===== src/rtl/bcd_convert_ctrl.sv =====
// Sequenced binary-to-BCD converter (shift-and-add-3) with a start/busy/done handshake.
// The packed BCD result and the overflow flag are registered and held until the next done.
module bcd_convert_ctrl #(
   parameter int WIDTH  = 8,
   parameter int DIGITS = 3
) (
   input  logic                  Clock,
   input  logic                  Reset,
   input  logic                  start,
   input  logic [WIDTH-1:0]      bin,
   output logic                  busy,
   output logic                  done,
   output logic [4*DIGITS-1:0]   bcd,
   output logic                  overflow
);

   localparam int BCD_W = 4 * DIGITS;
   localparam int SR_W  = BCD_W + WIDTH;
   localparam int CNT_W = $clog2(WIDTH + 1);

   typedef enum logic [1:0] {
      IDLE  = 2'd0,
      ADD3  = 2'd1,
      SHIFT = 2'd2,
      DONE  = 2'd3
   } state_t;

   state_t               state_q, state_d;
   logic [WIDTH-1:0]     bin_q, bin_d;
   logic [BCD_W-1:0]     dig_q, dig_d;
   logic [CNT_W-1:0]     cnt_q, cnt_d;
   logic                 acc_q, acc_d;
   logic [BCD_W-1:0]     bcd_q, bcd_d;
   logic                 ovf_q, ovf_d;
   logic [SR_W-1:0]      sr_cat;
   logic [SR_W-1:0]      sr_shl;

   // Every digit >= 5 gets +3 so the following doubling carries correctly into the next digit.
   function automatic logic [BCD_W-1:0] add3_digits(input logic [BCD_W-1:0] d);
      logic [BCD_W-1:0] r;
      logic [3:0]       nib;
      r = '0;
      for (int i = 0; i < DIGITS; i++) begin
         nib = d[4*i +: 4];
         if (nib >= 4'd5) begin
            nib = nib + 4'd3;
         end
         r[4*i +: 4] = nib;
      end
      return r;
   endfunction

   assign sr_cat = {dig_q, bin_q};
   assign sr_shl = {sr_cat[SR_W-2:0], 1'b0};

   always_ff @(posedge Clock or posedge Reset) begin
      if (Reset) begin
         state_q <= IDLE;
         bin_q   <= '0;
         dig_q   <= '0;
         cnt_q   <= '0;
         acc_q   <= 1'b0;
         bcd_q   <= '0;
         ovf_q   <= 1'b0;
      end else begin
         state_q <= state_d;
         bin_q   <= bin_d;
         dig_q   <= dig_d;
         cnt_q   <= cnt_d;
         acc_q   <= acc_d;
         bcd_q   <= bcd_d;
         ovf_q   <= ovf_d;
      end
   end

   always_comb begin
      state_d = state_q;
      bin_d   = bin_q;
      dig_d   = dig_q;
      cnt_d   = cnt_q;
      acc_d   = acc_q;
      bcd_d   = bcd_q;
      ovf_d   = ovf_q;
      unique case (state_q)
         IDLE: begin
            if (start) begin
               bin_d   = bin;
               dig_d   = '0;
               acc_d   = 1'b0;
               cnt_d   = CNT_W'(WIDTH);
               state_d = ADD3;
            end
         end
         ADD3: begin
            dig_d   = add3_digits(dig_q);
            state_d = SHIFT;
         end
         SHIFT: begin
            {dig_d, bin_d} = sr_shl;
            acc_d = acc_q | dig_q[BCD_W-1];
            cnt_d = cnt_q - CNT_W'(1);
            if (cnt_q == CNT_W'(1)) begin
               // Result registers load on entry to DONE so they are valid alongside the done pulse.
               bcd_d   = sr_shl[SR_W-1 -: BCD_W];
               ovf_d   = acc_q | dig_q[BCD_W-1];
               state_d = DONE;
            end else begin
               state_d = ADD3;
            end
         end
         DONE: begin
            state_d = IDLE;
         end
         default: begin
            state_d = IDLE;
         end
      endcase
   end

   assign busy     = (state_q != IDLE);
   assign done     = (state_q == DONE);
   assign bcd      = bcd_q;
   assign overflow = ovf_q;

endmodule

===== config.mk =====
export PLATFORM = sky130hd
export DESIGN_NAME = bcd_convert_ctrl
export DESIGN_NICKNAME = d
export VERILOG_FILES = /design/src/rtl/bcd_convert_ctrl.sv
export SDC_FILE = /design/constraint.sdc
export NUM_CORES = 1
export LEC_CHECK = 0
export CAP_MARGIN = 30
export CORE_MARGIN = 3
export CORE_UTILIZATION = 58
export CTS_CLUSTER_SIZE = 12
export DETAILED_ROUTE_END_ITERATION = 6
export DONT_BUFFER_PORTS = 1
export PLACE_DENSITY = 0.73
export SLEW_MARGIN = 10
export SYNTH_ARGS = -nofsm -noshare
export SYNTH_HDL_FRONTEND = slang
export SYNTH_SLANG_ARGS = --single-unit

===== constraint.sdc =====
create_clock -name Clock -period 2.48 [get_ports Clock]
set_clock_uncertainty 0.1 [all_clocks]
set_input_delay 0 -clock Clock [delete_from_list [all_inputs] [get_ports Clock]]
set_output_delay 0 -clock Clock [all_outputs]
set_load 0.01 [all_outputs]

# Word level (Yosys, flattened, before mapping)
# Cells that the tools add are included.
[op_classes] div_mod_pow=0 mux=14 order_cmp=3 bitwise=1 eq_ne=8 reduce_logical=9 shift=0 addsub=4 mul=0
[ops] operator="one-hot mux 12 bit (3 select lines)" n=1
[ops] operator="two-way mux 4 bit" n=4
[ops] operator="one-hot mux 8 bit (2 select lines)" n=1
[ops] operator="adder 4 x 2 -> 4 bit (second input constant)" n=3
[ops] operator=">= comparator 4 x 3 -> 1 bit (second input constant)" n=3
[ops] operator="two-way mux 12 bit" n=1
[ops] operator="AND reduction 3 bit" n=3
[ops] operator="two-way mux 8 bit" n=1
[ops] operator="inequality test 2 bit (second input constant)" n=4
[ops] operator="one-hot mux 2 bit (4 select lines)" n=1
[ops] operator="one-hot mux 4 bit (2 select lines)" n=1
[ops] operator="equality test 2 bit (second input constant)" n=2
[ops] operator="equality test 4 x 1 -> 1 bit (second input constant)" n=1
[ops] operator="two-way mux 2 bit" n=2
[ops] operator="AND reduction 2 bit" n=2
[ops] operator="nonzero test 2 bit" n=2
[ops] operator="subtractor 4 x 1 -> 4 bit (second input constant)" n=1
[ops] operator="nonzero test 3 bit" n=1
[ops] operator="equality test 2 x 1 -> 1 bit (second input constant)" n=1
[ops] operator="zero test 2 bit" n=1
[ops] operator="one-hot mux 1 bit (2 select lines)" n=1
[ops] operator="two-way mux 1 bit" n=1
[ops] operator="OR 1 bit" n=1
[word_totals] out_inout_bits=15 romBits=0 latch_bits=0 inputBits=11 mem_count=0 regBits=40 ram_bits=0 elab_cells=48

# Longest topological paths before layout
# Gate-level depths: netlist of the first run.
[depth] word_depth=3 ltp_mapped=8 mapped_depth_nobuf=6

# Least setup slack after synthesis of the first run
# No wires, ideal clock.
[synth_timing] path_kind="reg2reg" startpoint="register state_q[0]" endpoint="register dig_q[4]" n_path_buf=1 period_less_slack_ns=1.776 setup_ns=0.125 path_slack_ns=0.704 t_required_ns=2.255 arrival_time_ns=1.551 stages_incl_launch_ff=8 cell_sequence="dfrtp_1 -> inv_1 -> ha_1 -> buf_6 -> nand2b_2 -> o31ai_4 -> a31oi_4 -> mux2_4"
[synth_between] elab_chain_cells=3 word_cells_on_any_way=8 cone_classes="eq/ne: 4; mux: 1; reduce/logical: 3"
[synth_lines] item="start, declared" line_no="28" text="state_t state_q, state_d;"
[synth_lines] item="start signal, assigned" line_no="66" text="state_q <= state_d;"
[synth_lines] item="equality test 2 x 1 -> 1 bit, or another cell as far along" line_no="84" text="unique case (state_q)"
[synth_lines] item="inequality test 2 bit (no line) / nonzero test 3 bit (equally long branches)"
[synth_lines] item="AND reduction 3 bit (no line)"
[synth_lines] item="end signal, assigned" line_no="68" text="dig_q <= dig_d;"
[synth_lines] item="end, declared" line_no="30" text="logic [BCD_W-1:0] dig_q, dig_d;"
# Several ways; a longest one is shown, not always the timed one.
# A chain may end at the register's enable or synchronous reset.

# Final worst setup path of the first run
[layout_timing] startpoint="register state_q[1]" endpoint="register bin_q[6]"
[layout_between] elab_chain_cells=3 word_cells_on_any_way=6 cone_classes="eq/ne: 2; mux: 1; reduce/logical: 3"
[layout_lines] item="equality test 2 bit / zero test 2 bit (equally long branches)" line_no="84"
[layout_lines] item="nonzero test 2 bit (no line) / inequality test 2 bit (equally long branches)"
[layout_lines] item="AND reduction 2 bit (no line)"
[layout_lines] item="end signal, assigned" line_no="67" text="bin_q <= bin_d;"
[layout_lines] item="end, declared" line_no="29" text="logic [WIDTH-1:0] bin_q, bin_d;"
# Several ways; a longest one is shown, not always the timed one.

==> results.md, run 1 <==
- Final instance area: 2490 um2
- Final number of setup-violating endpoints: 0
- Comb pwr share: 48.0%
- Post-synth EDFFs: 0
- Cell Chain, Critical Path: ha_1, buf_4, mux2_4, nor2_1, a21oi_1, dlygate4sd3_1
- # diodes: 0
- CP Launch Type: flop
- Routed len/inst: 16.7 um
- Commonest non-fill, non-tap cell in the layout: dfrtp_1
- Dpl cells: 240
- Slowest cell delay on critical path: 0.56 ns
- Leakage dissipation: 1.10 nW
- Final HPWL from detailed placement: a little under 3000 um
- Top FF cell, synth: dfrtp_1
- Minimum clock period: between 2 and 2.5 ns
- Fin. Hold Viols: 0
- Vias in the first global route: 1679
- Initial Utilization: 62.7%
- Pins Over Slew Limit: 0
- Synth Register Bits: 40
- Most frequent cells in the layout: dfrtp_1, o21ai_0, dlygate4sd3_1, inv_1, a21oi_1
- DR DRC count: 0
- Total die area: approximately 4500 um2
- TNS Setup: 0 ns
- Vias: approximately 1600
- Hold Crit Class: input port to flop
- Synth warnings: 0
- Drt via density: between 5 and 6
- Register area share after synthesis: 46.0%
- Antenna Nets Post-Route: 0
- CTS max path bufs: 2
- Status: complete, no violations
- Post-synth top area share: 46.0%
- Syn avg cell area: 10.9 um2
- Post-CTS Resized: 0
- DR iter-0 viols: 100
- RSZ-0062 raised after global routing: false
- Largest area contributor in the netlist: dfrtp_1
- CTS sink count: 40
- TritonCTS Buffers: 5
- Routability cong.: 0.827
- Syn nets: 223
- Clk network pwr share: between 10% and 20%
- Int Pwr: 1.89 mW
- Routed wire length: 4460 um
- Fin crit share: 93.2%
- Required @ worst endpoint: 2.56 ns
- Die width: 67.3 um
- Area grow syn2layout: 14.6%
- Non-Filler Instances: between 200 and 300
- Reg power frac: 33.6%
- # IOs: 26
- Clock latency on the worst-skew pair: 0.29 ns
- Slew @ Worst Pin: 0.711 ns
- CTS tree: yes
- Clock Pin Slew Worst Setup and Hold Paths: about 0.08 ns
- Root Driver: clkbuf_8
- Fraction of layout cells with a size suffix above 1: between 10% and 20%
- Cell Area, Placed: roughly 2200 um2
- WHS: about 0.018 ns
- Largest net degree at the start of global routing: 23
- Ys async rst share: 100%
- Critical Path Sink Type: flop
- Switching part of the total: 40.3%
- Syn Inst Count: 200
- CORE AREA: 3470 um2
- Overflow after GRT: 0
- Fmax: 0.433 GHz
- PortBufs: 0
- Critical path's top delay family: buffers and inverters
- Synthesized area: 2180 um2
- # nets final: 243
- Critical path type: flop to flop
- First-pass DRT Iterations: 4
- WP buf/inv: 2
- Peak VDD IR: between 0.6 and 0.7 mV
- Pwr per Cell Area: between 1000 and 1500 nW/um2
- Arrival time at the worst endpoint: approximately 2.4 ns
- First-pass GRT wire length: roughly 8000 um
- GR Util All Layers: between 20% and 30%
- Synth cell types: 39
- Slowest library cell on the worst path: dlygate4sd3_1
- Max-cap violations: 0
- Internal reg-to-reg setup slack: 0.17 ns
- Dominant cells by area after synthesis: dfrtp_1, ha_1, mux2_2
- # rows: 21
- Switch Pwr: 1.28 mW
- CTS H-tree lvls: 2
- Die Y: 67.3 um
- Slew Limit Headroom: 52.5%
- Critical Path Fanout Max: 19
- Initial antenna violation count: 0
what timing repair did:
item | in CTS | in global routing
endpoints found under the hold margin | 28 | 0
buffers inserted | 0 | 2
setup endpoints to repair | 0 | 1
hold buffers | 17 | 0
worst reg2reg max path, delay by kind of cell, from the launching register on:
kind                       cells  cell delay [ns]
adders and majority gates      1             0.28
AOI/OAI and AO/OA              1             0.05
DFF                            1             0.45
and+or+nand+nor                1             0.14
muxes                          1             0.39
buffers and inverters          2             0.79
sequential cells by signal, indices dropped and copies added (netlist names):
| register | count |
|---|---|
| bcd | 12 |
| dig_q | 12 |
| bin_q | 8 |
| cnt_q | 4 |
| state_q | 2 |
| acc_q | 1 |
| overflow | 1 |
Yosys cell counts, types with 4 or more instances:
cell type  instances
a22oi_1            5
mux2_2            12
o21ai_0           18
nand2b_1           5
mux2i_1            8
ha_1              12
nor2_1            13
nand2_1           10
o41ai_1            5
dfrtp_1           40
buf_6              4
inv_1             16
a21oi_1           14
per-layer routing:
metal | part of all wire (%) | vias up | GRT usage (%)
li1 | - | 747 | -
met1 | 44 | 776 | 31.3
met2 | 49 | 47 | 36.7
met3 | 5.4 | 10 | 5.16
met4 | 1.4 | 0 | 8.10
met5 | 0 | - | 0
final cells by class:
class	instances	area (um2)
multi-input cells	133	1030
fillers	269	975
well taps	46	57.6
flip-flops and latches	40	1000
repair buffers	23	215
clock inverters	1	30.0
inverters	17	66.3
clock buffers	7	96.3
cell families after synthesis:
group	synth area share (%)
adder cells (fa/ha/maj)	6.90
AO/OA/AOI/OAI	18.4
XOR/XNOR	1.61
multiplexers	12.0
AND/OR/NAND/NOR	8.34
flip-flops	46.0
buffers and inverters	6.79
stage by stage:
stage          total power, mW  worst slack (ns)  util, %
5_1_grt                   3.43           0.00680     71.9
6_report                  3.17             0.168     71.9
4_1_cts                   3.14             0.138     71.5
2_1_floorplan             2.16             0.704        -
3_5_place_dp              2.40             0.370     62.9
3_3_place_gp              2.32             0.517     62.9
worst paths after layout:
path,startpoint,cells after the start,to
max in group asynchronous,Reset,3,bcd[8]
setup / recovery,state_q[1],6,bin_q[6]
min in group asynchronous,Reset,2,bcd[2]
setup reg to reg,state_q[1],6,bin_q[6]
hold / removal,start,2,cnt_q[1]
hold reg to reg,bin_q[0],2,bin_q[0]
power groups by stage:
stage	sequential [mW]	clock [mW]	combinational (mW)
after floorplan	1.03	0	1.14
after global placement	1.07	0	1.25
after detailed placement	1.09	0	1.32
after CTS	1.08	0.587	1.47
after global routing	1.10	0.618	1.71
final	1.07	0.583	1.52
(Power assumes the default switching activity.)
==> inputs of run 2 (changes only) <==
--- a/config.mk
+++ b/config.mk
@@ -11,7 +11,8 @@
 export CTS_CLUSTER_SIZE = 12
 export DETAILED_ROUTE_END_ITERATION = 6
 export DONT_BUFFER_PORTS = 1
-export PLACE_DENSITY = 0.73
+export PLACE_DENSITY = 0.74
+export RECOVER_POWER = 100
 export SLEW_MARGIN = 10
 export SYNTH_ARGS = -nofsm -noshare
 export SYNTH_HDL_FRONTEND = slang
==> run 2 against run 1 <==
Sequential power barely moved. Register-to-register slack barely moved. Critical path depth rose by 1. Via count fell by 2.2%. Global-route usage fell by 0.96 points. Maximum frequency fell by 0.16%. Non-clock buffer count fell by 8. Critical path type unchanged. Critical endpoint unchanged. Highest routed layer unchanged.
==> results.md, run 2 (synthesis gave the netlist of run 1 again) <==
- Status: complete, no violations
- Critical path type: flop to flop
- Leakage dissipation: 1.06 nW
- Minimum clock period: 2.32 ns
- Dpl cells: 239
- Slew @ Worst Pin: 0.781 ns
- Vias: 1546
- Drt via density: 5.97
- Area grow syn2layout: 10.0%
- Routed len/inst: 16.6 um
- Overflow after GRT: 0
- Non-Filler Instances: 259
- Fin worst setup slack: 0.164 ns
- Critical Path Sink Type: flop
- Final HPWL from detailed placement: 2910 um
- Initial antenna violation count: 0
- Slew Limit Headroom: 47.9%
- Routability cong.: 0.813
- Critical Path Fanout Max: 25
- First-pass DRT Iterations: 4
- Hold Crit Class: input port to async pin
- # rows: 21
- First-pass GRT wire length: 7470 um
- Largest net degree at the start of global routing: 32
- Fraction of layout cells with a size suffix above 1: roughly 14%
- Clock latency on the worst-skew pair: 0.29 ns
- Commonest non-fill, non-tap cell in the layout: dfrtp_1
- Max-cap violations: 0
- Total die area: between 4000 and 5000 um2
- CP Launch Type: flop
- Required @ worst endpoint: 2.61 ns
- Die Y: between 60 and 70 um
- GR Util All Layers: ~22%
- CTS tree: yes
- Arrival time at the worst endpoint: 2.44 ns
- Final number of setup-violating endpoints: 0
- Peak VDD IR: 0.647 mV
- Fin crit share: 93.4%
- Cell Area, Placed: 2170 um2
- TritonCTS Buffers: 5
- Pins Over Slew Limit: 0
- RR Endpoint: bin_q[6]
- Fmax: 0.432 GHz
- RSZ-0062 raised after global routing: false
- Root Driver: clkbuf_8
- # IOs: 26
- CORE AREA: 3470 um2
- CTS H-tree lvls: 2
- Antenna Nets Post-Route: 0
- Pwr per Cell Area: 1230 nW/um2
- Setup bufs post-CTS: 0
- # diodes: 0
- Setup WS pre-CTS: 0.339 ns
- DR DRC count: 0
- Internal reg-to-reg setup slack: 0.16 ns
- # nets final: roughly 240
- Worst r2r src: state_q[0]
- Routed wire length: 4300 um
- Most frequent cells in the layout: dfrtp_1, o21ai_0, inv_1, a21oi_1, nor2_1
- TNS Setup: 0 ns
- Vias in the first global route: 1617
- Die width: approximately 67 um
- Fin. Hold Viols: 0
- Clock Pin Slew Worst Setup and Hold Paths: roughly 0.08 ns
- PortBufs: 0
- CTS max path bufs: 2
- Final instance area: 2390 um2
- DR iter-0 viols: 116
- CTS sink count: 40
- Initial Utilization: a little over three fifths
- R2R cell count: 7
run 2: changes by cell type in the layout (fill, tap and decap cells not counted), moves of 2 or more:
cell,before,now
buf_4,6,0
clkbuf_2,0,2
clkbuf_8,7,5
dlygate4sd3_1,17,12
mux2_1,0,2
mux2_4,3,1
run 2: where the power goes:
group          internal (mW)  leakage, nW  total, mW  switching, mW
clock                  0.299       0.0552      0.521          0.222
combinational          0.547        0.484       1.35          0.802
sequential             0.863        0.520       1.07          0.211
run 2: how the worst max path moves through the flow:
stage	endpoint	from	cells after the start	slack, ns
2_1_floorplan	dig_q[4]	state_q[0]	7	0.70
3_3_place_gp	dig_q[0]	state_q[1]	5	0.45
3_5_place_dp	dig_q[10]	state_q[1]	5	0.34
4_1_cts	bin_q[6]	state_q[0]	7	0.03
5_1_grt	bin_q[6]	state_q[0]	7	0.03
6_report	bin_q[6]	state_q[0]	7	0.16
run 2: timing repair:
| item | 4_1_cts | 5_1_grt |
|---|---|---|
| endpoints found under the hold margin | 50 | 0 |
| resized for setup | 0 | 2 |
| hold buffers | 12 | 0 |
| endpoints found under the setup margin | 0 | 2 |
run 2: worst max-delay path, cell delays in order (launching register included):
cell and delay, ns:
dfrtp_1 0.43, inv_1 0.11, ha_2 0.28, buf_6 0.26, mux2_4 0.33, nor2_1 0.07, a21oi_1 0.11, dlygate4sd3_1 0.56
run 2: layer usage:
metal | up-vias | part of all wire, % | GRT usage [%]
li1 | 737 | - | -
met1 | 757 | 43 | 27.6
met2 | 47 | 50 | 37.1
met3 | 5 | 5.9 | 5.32
met4 | 0 | 1.2 | 8.86
met5 | - | 0 | 0
run 2: layout make-up:
type	instances	area (um2)
clock buffers	6	72.6
multi-input cells	133	1020
inverters	17	66.3
well taps	46	57.6
flip-flops and latches	40	1000
fillers	281	1070
repair buffers	15	141
clock inverters	2	35.0
run 2: per-stage QoR:
stage               utilization (%)  total power [mW]  hold slack (ns)
CTS                            69.3              2.97           0.0185
global placement               62.7              2.30           -0.233
finish                         69.0              2.94           0.0171
detailed placement             62.7              2.39           -0.224
floorplan                         -              2.16           0.0482
global route                   69.0              3.18           0.0458
